==> src/rtl/hmc_mem_init_responder.sv <==
// hmc_mem_init_responder: device-side model of the HMC link power-up handshake.
// Sequence: reset -> init delay -> wait for LXRXPS -> respond (LXTXPS) ->
// TS1 training until a run of NULL words -> active, with a sleep/wake cycle.
// Optional build macro HMC_MEM_FERR_TIMEOUT_EN adds a training watchdog that
// drives FERR_N low and parks the FSM in RST until P_RST_N is pulsed low.
module hmc_mem_init_responder #(
    parameter int          DWIDTH        = 128,
    parameter int          NUM_LANES     = 8,
    parameter int          T_INIT_CYC    = 1000,
    parameter int          T_RESP1_CYC   = 1000,
    parameter int          T_RESP2_CYC   = 1000,
    parameter int          NULL_DET      = 16,
    parameter logic [15:0] TS1_LANE_WORD = 16'hF0C3,
    parameter int          TRAIN_TIMEOUT = 65535
) (
    input  logic              clk_hmc,
    input  logic              res_hmc,
    input  logic              P_RST_N,
    input  logic              LXRXPS,
    output logic              LXTXPS,
    output logic              FERR_N,
    input  logic [DWIDTH-1:0] dev_data_rx,
    output logic [DWIDTH-1:0] dev_data_tx,
    output logic              link_active,
    output logic [2:0]        dev_state
);

    localparam int LANE_W = DWIDTH / NUM_LANES;

    // Timers count down from length-1; a zero length behaves as one cycle.
    localparam logic [31:0] INIT_LD  = (T_INIT_CYC  > 0) ? 32'(T_INIT_CYC  - 1) : 32'd0;
    localparam logic [31:0] RESP1_LD = (T_RESP1_CYC > 0) ? 32'(T_RESP1_CYC - 1) : 32'd0;
    localparam logic [31:0] RESP2_LD = (T_RESP2_CYC > 0) ? 32'(T_RESP2_CYC - 1) : 32'd0;
    localparam logic [31:0] NULL_LAST = (NULL_DET > 0) ? 32'(NULL_DET - 1) : 32'd0;

    typedef enum logic [2:0] {
        RST        = 3'd0,
        INIT       = 3'd1,
        WAIT_RXPS  = 3'd2,
        RESP1      = 3'd3,
        TRAIN      = 3'd4,
        ACTIVE     = 3'd5,
        SLEEP_WAIT = 3'd6,
        SLEEP      = 3'd7
    } state_t;

    state_t            state, state_nxt;
    logic [31:0]       timer, timer_ld;
    logic [31:0]       null_cnt;
    logic              timer_done;
    logic              rx_zero;
    logic              ferr;
    logic [DWIDTH-1:0] ts1_word;

    assign timer_done = (timer == 32'd0);
    assign rx_zero    = (dev_data_rx == '0);
    assign dev_state  = state;

    // Training pattern: the lane word replicated across every lane.
    always_comb begin
        ts1_word = '0;
        for (int i = 0; i < NUM_LANES; i++)
            ts1_word[i*LANE_W +: LANE_W] = LANE_W'(TS1_LANE_WORD);
    end

`ifdef HMC_MEM_FERR_TIMEOUT_EN
    localparam logic [31:0] TO_LD = (TRAIN_TIMEOUT > 0) ? 32'(TRAIN_TIMEOUT - 1) : 32'd0;
    logic [31:0] to_cnt;
    logic        ferr_nxt;

    // Watchdog: reloads on TRAIN entry, counts down while training.
    always_ff @(posedge clk_hmc) begin
        if (res_hmc)
            to_cnt <= '0;
        else if (state_nxt == TRAIN && state != TRAIN)
            to_cnt <= TO_LD;
        else if (to_cnt != 32'd0)
            to_cnt <= to_cnt - 32'd1;
    end

    // Fatal flag: set on watchdog expiry, cleared only by P_RST_N low or reset.
    always_ff @(posedge clk_hmc) begin
        if (res_hmc) begin
            ferr   <= 1'b0;
            FERR_N <= 1'b1;
        end else begin
            ferr   <= ferr_nxt;
            FERR_N <= ~ferr_nxt;
        end
    end
`else
    assign ferr   = 1'b0;
    assign FERR_N = 1'b1;
`endif

    // Next-state logic; host reset overrides every other transition.
    always_comb begin
        state_nxt = state;
`ifdef HMC_MEM_FERR_TIMEOUT_EN
        ferr_nxt  = ferr;
`endif
        if (!P_RST_N) begin
            state_nxt = RST;
`ifdef HMC_MEM_FERR_TIMEOUT_EN
            ferr_nxt  = 1'b0;
`endif
        end else begin
            case (state)
                RST:        if (!ferr) state_nxt = INIT;
                INIT:       if (timer_done) state_nxt = WAIT_RXPS;
                WAIT_RXPS:  if (LXRXPS) state_nxt = RESP1;
                RESP1:      if (timer_done) state_nxt = TRAIN;
                TRAIN: begin
                    if (rx_zero && null_cnt >= NULL_LAST)
                        state_nxt = ACTIVE;
`ifdef HMC_MEM_FERR_TIMEOUT_EN
                    else if (to_cnt == 32'd0) begin
                        state_nxt = RST;
                        ferr_nxt  = 1'b1;
                    end
`endif
                end
                ACTIVE:     if (!LXRXPS) state_nxt = SLEEP_WAIT;
                SLEEP_WAIT: begin
                    if (LXRXPS)          state_nxt = ACTIVE;
                    else if (timer_done) state_nxt = SLEEP;
                end
                SLEEP:      if (LXRXPS) state_nxt = RESP1;
                default:    state_nxt = RST;
            endcase
        end
    end

    // Reload value for the shared phase timer, chosen by the state being entered.
    always_comb begin
        timer_ld = 32'd0;
        case (state_nxt)
            INIT:       timer_ld = INIT_LD;
            RESP1:      timer_ld = RESP1_LD;
            SLEEP_WAIT: timer_ld = RESP2_LD;
            default:    timer_ld = 32'd0;
        endcase
    end

    // State register.
    always_ff @(posedge clk_hmc) begin
        if (res_hmc) state <= RST;
        else         state <= state_nxt;
    end

    // Phase timer reloads on any state change, then counts down to zero.
    always_ff @(posedge clk_hmc) begin
        if (res_hmc)
            timer <= '0;
        else if (state_nxt != state)
            timer <= timer_ld;
        else if (!timer_done)
            timer <= timer - 32'd1;
    end

    // Consecutive-NULL counter; any nonzero word or leaving TRAIN clears it.
    always_ff @(posedge clk_hmc) begin
        if (res_hmc)
            null_cnt <= '0;
        else if (state == TRAIN && state_nxt == TRAIN && rx_zero)
            null_cnt <= null_cnt + 32'd1;
        else
            null_cnt <= '0;
    end

    // Registered outputs, decoded from the state being entered so they
    // change on the same edge as the state itself.
    always_ff @(posedge clk_hmc) begin
        if (res_hmc) begin
            LXTXPS      <= 1'b0;
            dev_data_tx <= '0;
            link_active <= 1'b0;
        end else begin
            LXTXPS      <= (state_nxt == TRAIN) || (state_nxt == ACTIVE) ||
                           (state_nxt == SLEEP_WAIT);
            dev_data_tx <= (state_nxt == TRAIN) ? ts1_word : '0;
            link_active <= (state_nxt == ACTIVE);
        end
    end

endmodule
==> config.mk <==
export PLATFORM = sky130hd
export DESIGN_NAME = hmc_mem_init_responder
export DESIGN_NICKNAME = d
export VERILOG_FILES = /design/src/rtl/hmc_mem_init_responder.sv
export SDC_FILE = /design/constraint.sdc
export NUM_CORES = 1
export LEC_CHECK = 0
export ABC_AREA = 1
export BUFFER_PORTS_ARGS = -buffer_cell sky130_fd_sc_hd__clkbuf_2
export CORE_UTILIZATION = 40
export DETAILED_ROUTE_END_ITERATION = 12
export HOLD_SLACK_MARGIN = 0.15
export PLACE_DENSITY = 0.85
export SLEW_MARGIN = 20
export SYNTH_ARGS = -nofsm -noshare
export SYNTH_HDL_FRONTEND = slang
export SYNTH_SLANG_ARGS = --single-unit
==> constraint.sdc <==
create_clock -name clk_hmc -period 2.23 [get_ports clk_hmc]
set_input_delay 0.1115 -clock clk_hmc [delete_from_list [all_inputs] [get_ports clk_hmc]]
set_output_delay 0.1115 -clock clk_hmc [all_outputs]
set_load 0.01 [all_outputs]
==> impl_results.md <==
- Crit path top cell by count: nand2_2
- Period utilisation layout: between 90% and 100%
- Number of global-route vias before repair: between 3000 and 4000
- Max-cap violations: 0
- Setup Viol. Count Final: 0
- Gr ovfl total: 0
- Crit path cell chain: nor2_2 -> nand2_1 -> nor2_2 -> nand2_2 -> nor2_4 -> nand3_2 -> nand3_2 -> nand2_2 -> nand2_2 -> nand2_4 -> nor2_8 -> nand2_8 -> buf_12 -> nor4_2
- Post-synthesis sequential area ratio: 31.4%
- Syn Inst Count: 616
- Post-Synth Simple-Gate Area: 36.4%
- Post-Syn Area: ~4500 µm²
- First-pass GRT wire length: roughly 16000 µm
- Post-synth EDFFs: 0
- WP data required: approximately 2.5 ns
- Clk slew on worst S/H paths: roughly 0.08 ns
- Fin. Hold Viols: 0
- Compound-Gate Fraction of Synth Area: ~1.1%
- Htree depth: 3
- Most area-hungry cell type in the Yosys netlist: dfxtp_1
- Synthesized flop and latch total: 70
- DPL Wire Length: ~9000 µm
- Largest net degree at the start of global routing: 44
- Min-Delay Path Class: input port to register
- Worst-Skew Late Latency: 0.35 ns
- DRT antenna net count: 0
- Clock Sinks: 70
- Num ports: approximately 270
- Largest cells by area after synthesis: dfxtp_1, buf_4, nor2_1
- Antenna cells: 0
- Ys async rst share: 0%
- Maximum vdd drop: ~0.81 mV
- CTS max path bufs: 2
- Area share of fa/ha/maj cells after synthesis: less than 1%
- Yosys warnings: 0
- Initial Util: about two fifths
- DR iter-0 viols: between 200 and 250
- Data arrival, critical path: between 2 and 2.5 ns
- Leakage: between 2 and 3 nW
- CP Max Fanout: 7
- XOR/XNOR Fraction of Synth Area: under 10%
- Slew HR: between 50% and 60%
- Most common library cells after synthesis: nor2_1, buf_4, nand2_1
- Share of cells above drive strength 1: 39.5%
- Slew Viols, Final: 0
- Setup TNS: 0 ns
- Distinct cells, synth: 33
- Most numerous cell in the Yosys netlist: nor2_1
- Total Power: 7.43 mW
- Final RePlAce weighted congestion: between 0.9 and 1
- Worst slew pin tran: ~0.73 ns
- Std-Cell Rows: 38
- Critical Path Start Type: register
- Mux contribution to synthesized area: 0%
- Nets: 945
- Antenna violations before repair: 0
- Crit-path max cell delay: 0.35 ns
- Critical-path top delay cell: dfxtp_1
- Drt wl/cell: around 12 µm
- Core Util, Final: 52.0%
- Die Span X: 108 µm
- Crit end category: register
- DRC viols: 0
- Fillers: 980
- Die Area: 11600 µm²
- Main synth FF type: dfxtp_1
- DR pass1 iterations: 5
- Outcome: finished clean
- Routed WL: 11700 µm
- F_max: ~450 MHz
- Top-area cell type share of the netlist area: between 30% and 40%
- WHS: slightly above 0.2 ns
- Post-synthesis area per instance: 7.24 µm²
- Vias per inst: 4.33
- Core area: about 11000 µm²
- Worst Clk Skew: approximately 0.0083 ns
- Main combinational cell family by area after synthesis: simple AND/OR/NAND/NOR gates
- CTS tree: done
- Inserted Clock Buffers: 9
- Height of the die: around 110 µm
- Root buffer cell: clkbuf_8
- Port bufs: 200
- Total Routing Usage GR: between 10% and 20%
- Worst Setup Path Type: register to register
- Layout area overhead: 26.4%
- Power Dens Cells: ~1300 nW/µm²
- Crit path time final: approximately 2.2 ns
- Routed vias: about 4100
-- power by group --
part | total [mW] | leakage [nW] | switching, mW | internal [mW]
combinational | 4.49 | 2.24 | 2.69 | 1.80
sequential | 1.85 | 0.582 | 0.314 | 1.53
clock | 1.08 | 0.113 | 0.472 | 0.612
total | 7.43 | 2.93 | 3.48 | 3.95
-- per-layer routing --
metal / wire length (µm) / GRT usage, % / up-vias
li1: - / - / 2129
met5: 0 / 0 / -
met4: 311 / 7.44 / 0
met2: 5600 / 31.6 / 169
met1: 5080 / 23.1 / 1814
met3: 752 / 3.93 / 27
-- worst max-delay path: cells and delay by family (launching register included) --
family	cells	cell delay [ns]
buf+inv	1	0.17
flops	1	0.35
simple gates	13	1.60
-- sequential cells by signal (all words and copies together), names as in the netlist --
| signal | flops |
|---|---|
| LXTXPS | 1 |
| dev_data_tx | 1 |
| dev_state | 3 |
| link_active | 1 |
| null_cnt | 32 |
| timer | 32 |
-- final timing paths --
| path | startpoint | end | slack, ns | cells past startpoint |
|---|---|---|---|---|
| max | timer[10] | timer[3] | 0.009 | 14 |
| min | dev_data_rx[127] | null_cnt[3] | 0.21 | 6 |
| max reg2reg | timer[10] | timer[3] | 0.009 | 14 |
| min reg2reg | null_cnt[0] | null_cnt[0] | 0.46 | 1 |
-- layout by cell type, fill, tap and decap left out, types with 15 or more instances in the layout --
cell / Yosys / layout
nand3_1: 22 / 17
nor2_1: 171 / 155
conb_1: 2 / 93
clkbuf_2: 0 / 200
nand4_1: 15 / 15
inv_1: 23 / 20
nand2_1: 82 / 75
dfxtp_1: 70 / 61
buf_4: 128 / 22
nor2_2: 4 / 19
xor2_1: 20 / 20
-- through the flow --
| stage | std cells | worst slack (ns) | cell area, µm² |
|---|---|---|---|
| final | 956 | 0.00945 | 5640 |
| after global routing | 956 | -0.108 | 5640 |
| after CTS | 948 | 0.0300 | 5360 |
| after detailed placement | 931 | -0.00379 | 5130 |
| after global placement | 931 | -0.00992 | 5130 |
| after floorplan | 707 | 0.112 | 4800 |
-- layout make-up --
cell class / instances / area, µm² / area share (%)
Timing Repair Buffer: 225 / 1220 / 21.7
Clock inverter: 4 / 52.6 / 0.932
Multi-Input combinational cell: 479 / 2500 / 44.4
Inverter: 26 / 105 / 1.86
Clock buffer: 12 / 165 / 2.93
Sequential cell: 70 / 1420 / 25.1
Tap cell: 140 / 175 / 3.11
-- cells by family (layout without fill, tap and decap cells) --
group	after synthesis	count (layout)
fa+ha+maj	2	2
xor+xnor	31	31
simple gates	344	344
compound gates	9	9
other cells	2	93
flops	70	70
buf+inv	158	267
-- repair_timing --
item / 4_1_cts / 5_1_grt
buffers inserted: 0 / 7
pin swaps: 0 / 16
setup endpoints to repair: 8 / 36
resized for setup: 1 / 59
endpoints found under the hold margin: 4 / 0
hold buffers: 1 / 0
cloned: 0 / 1
No activity file was read; power rests on OpenSTA's default activity.
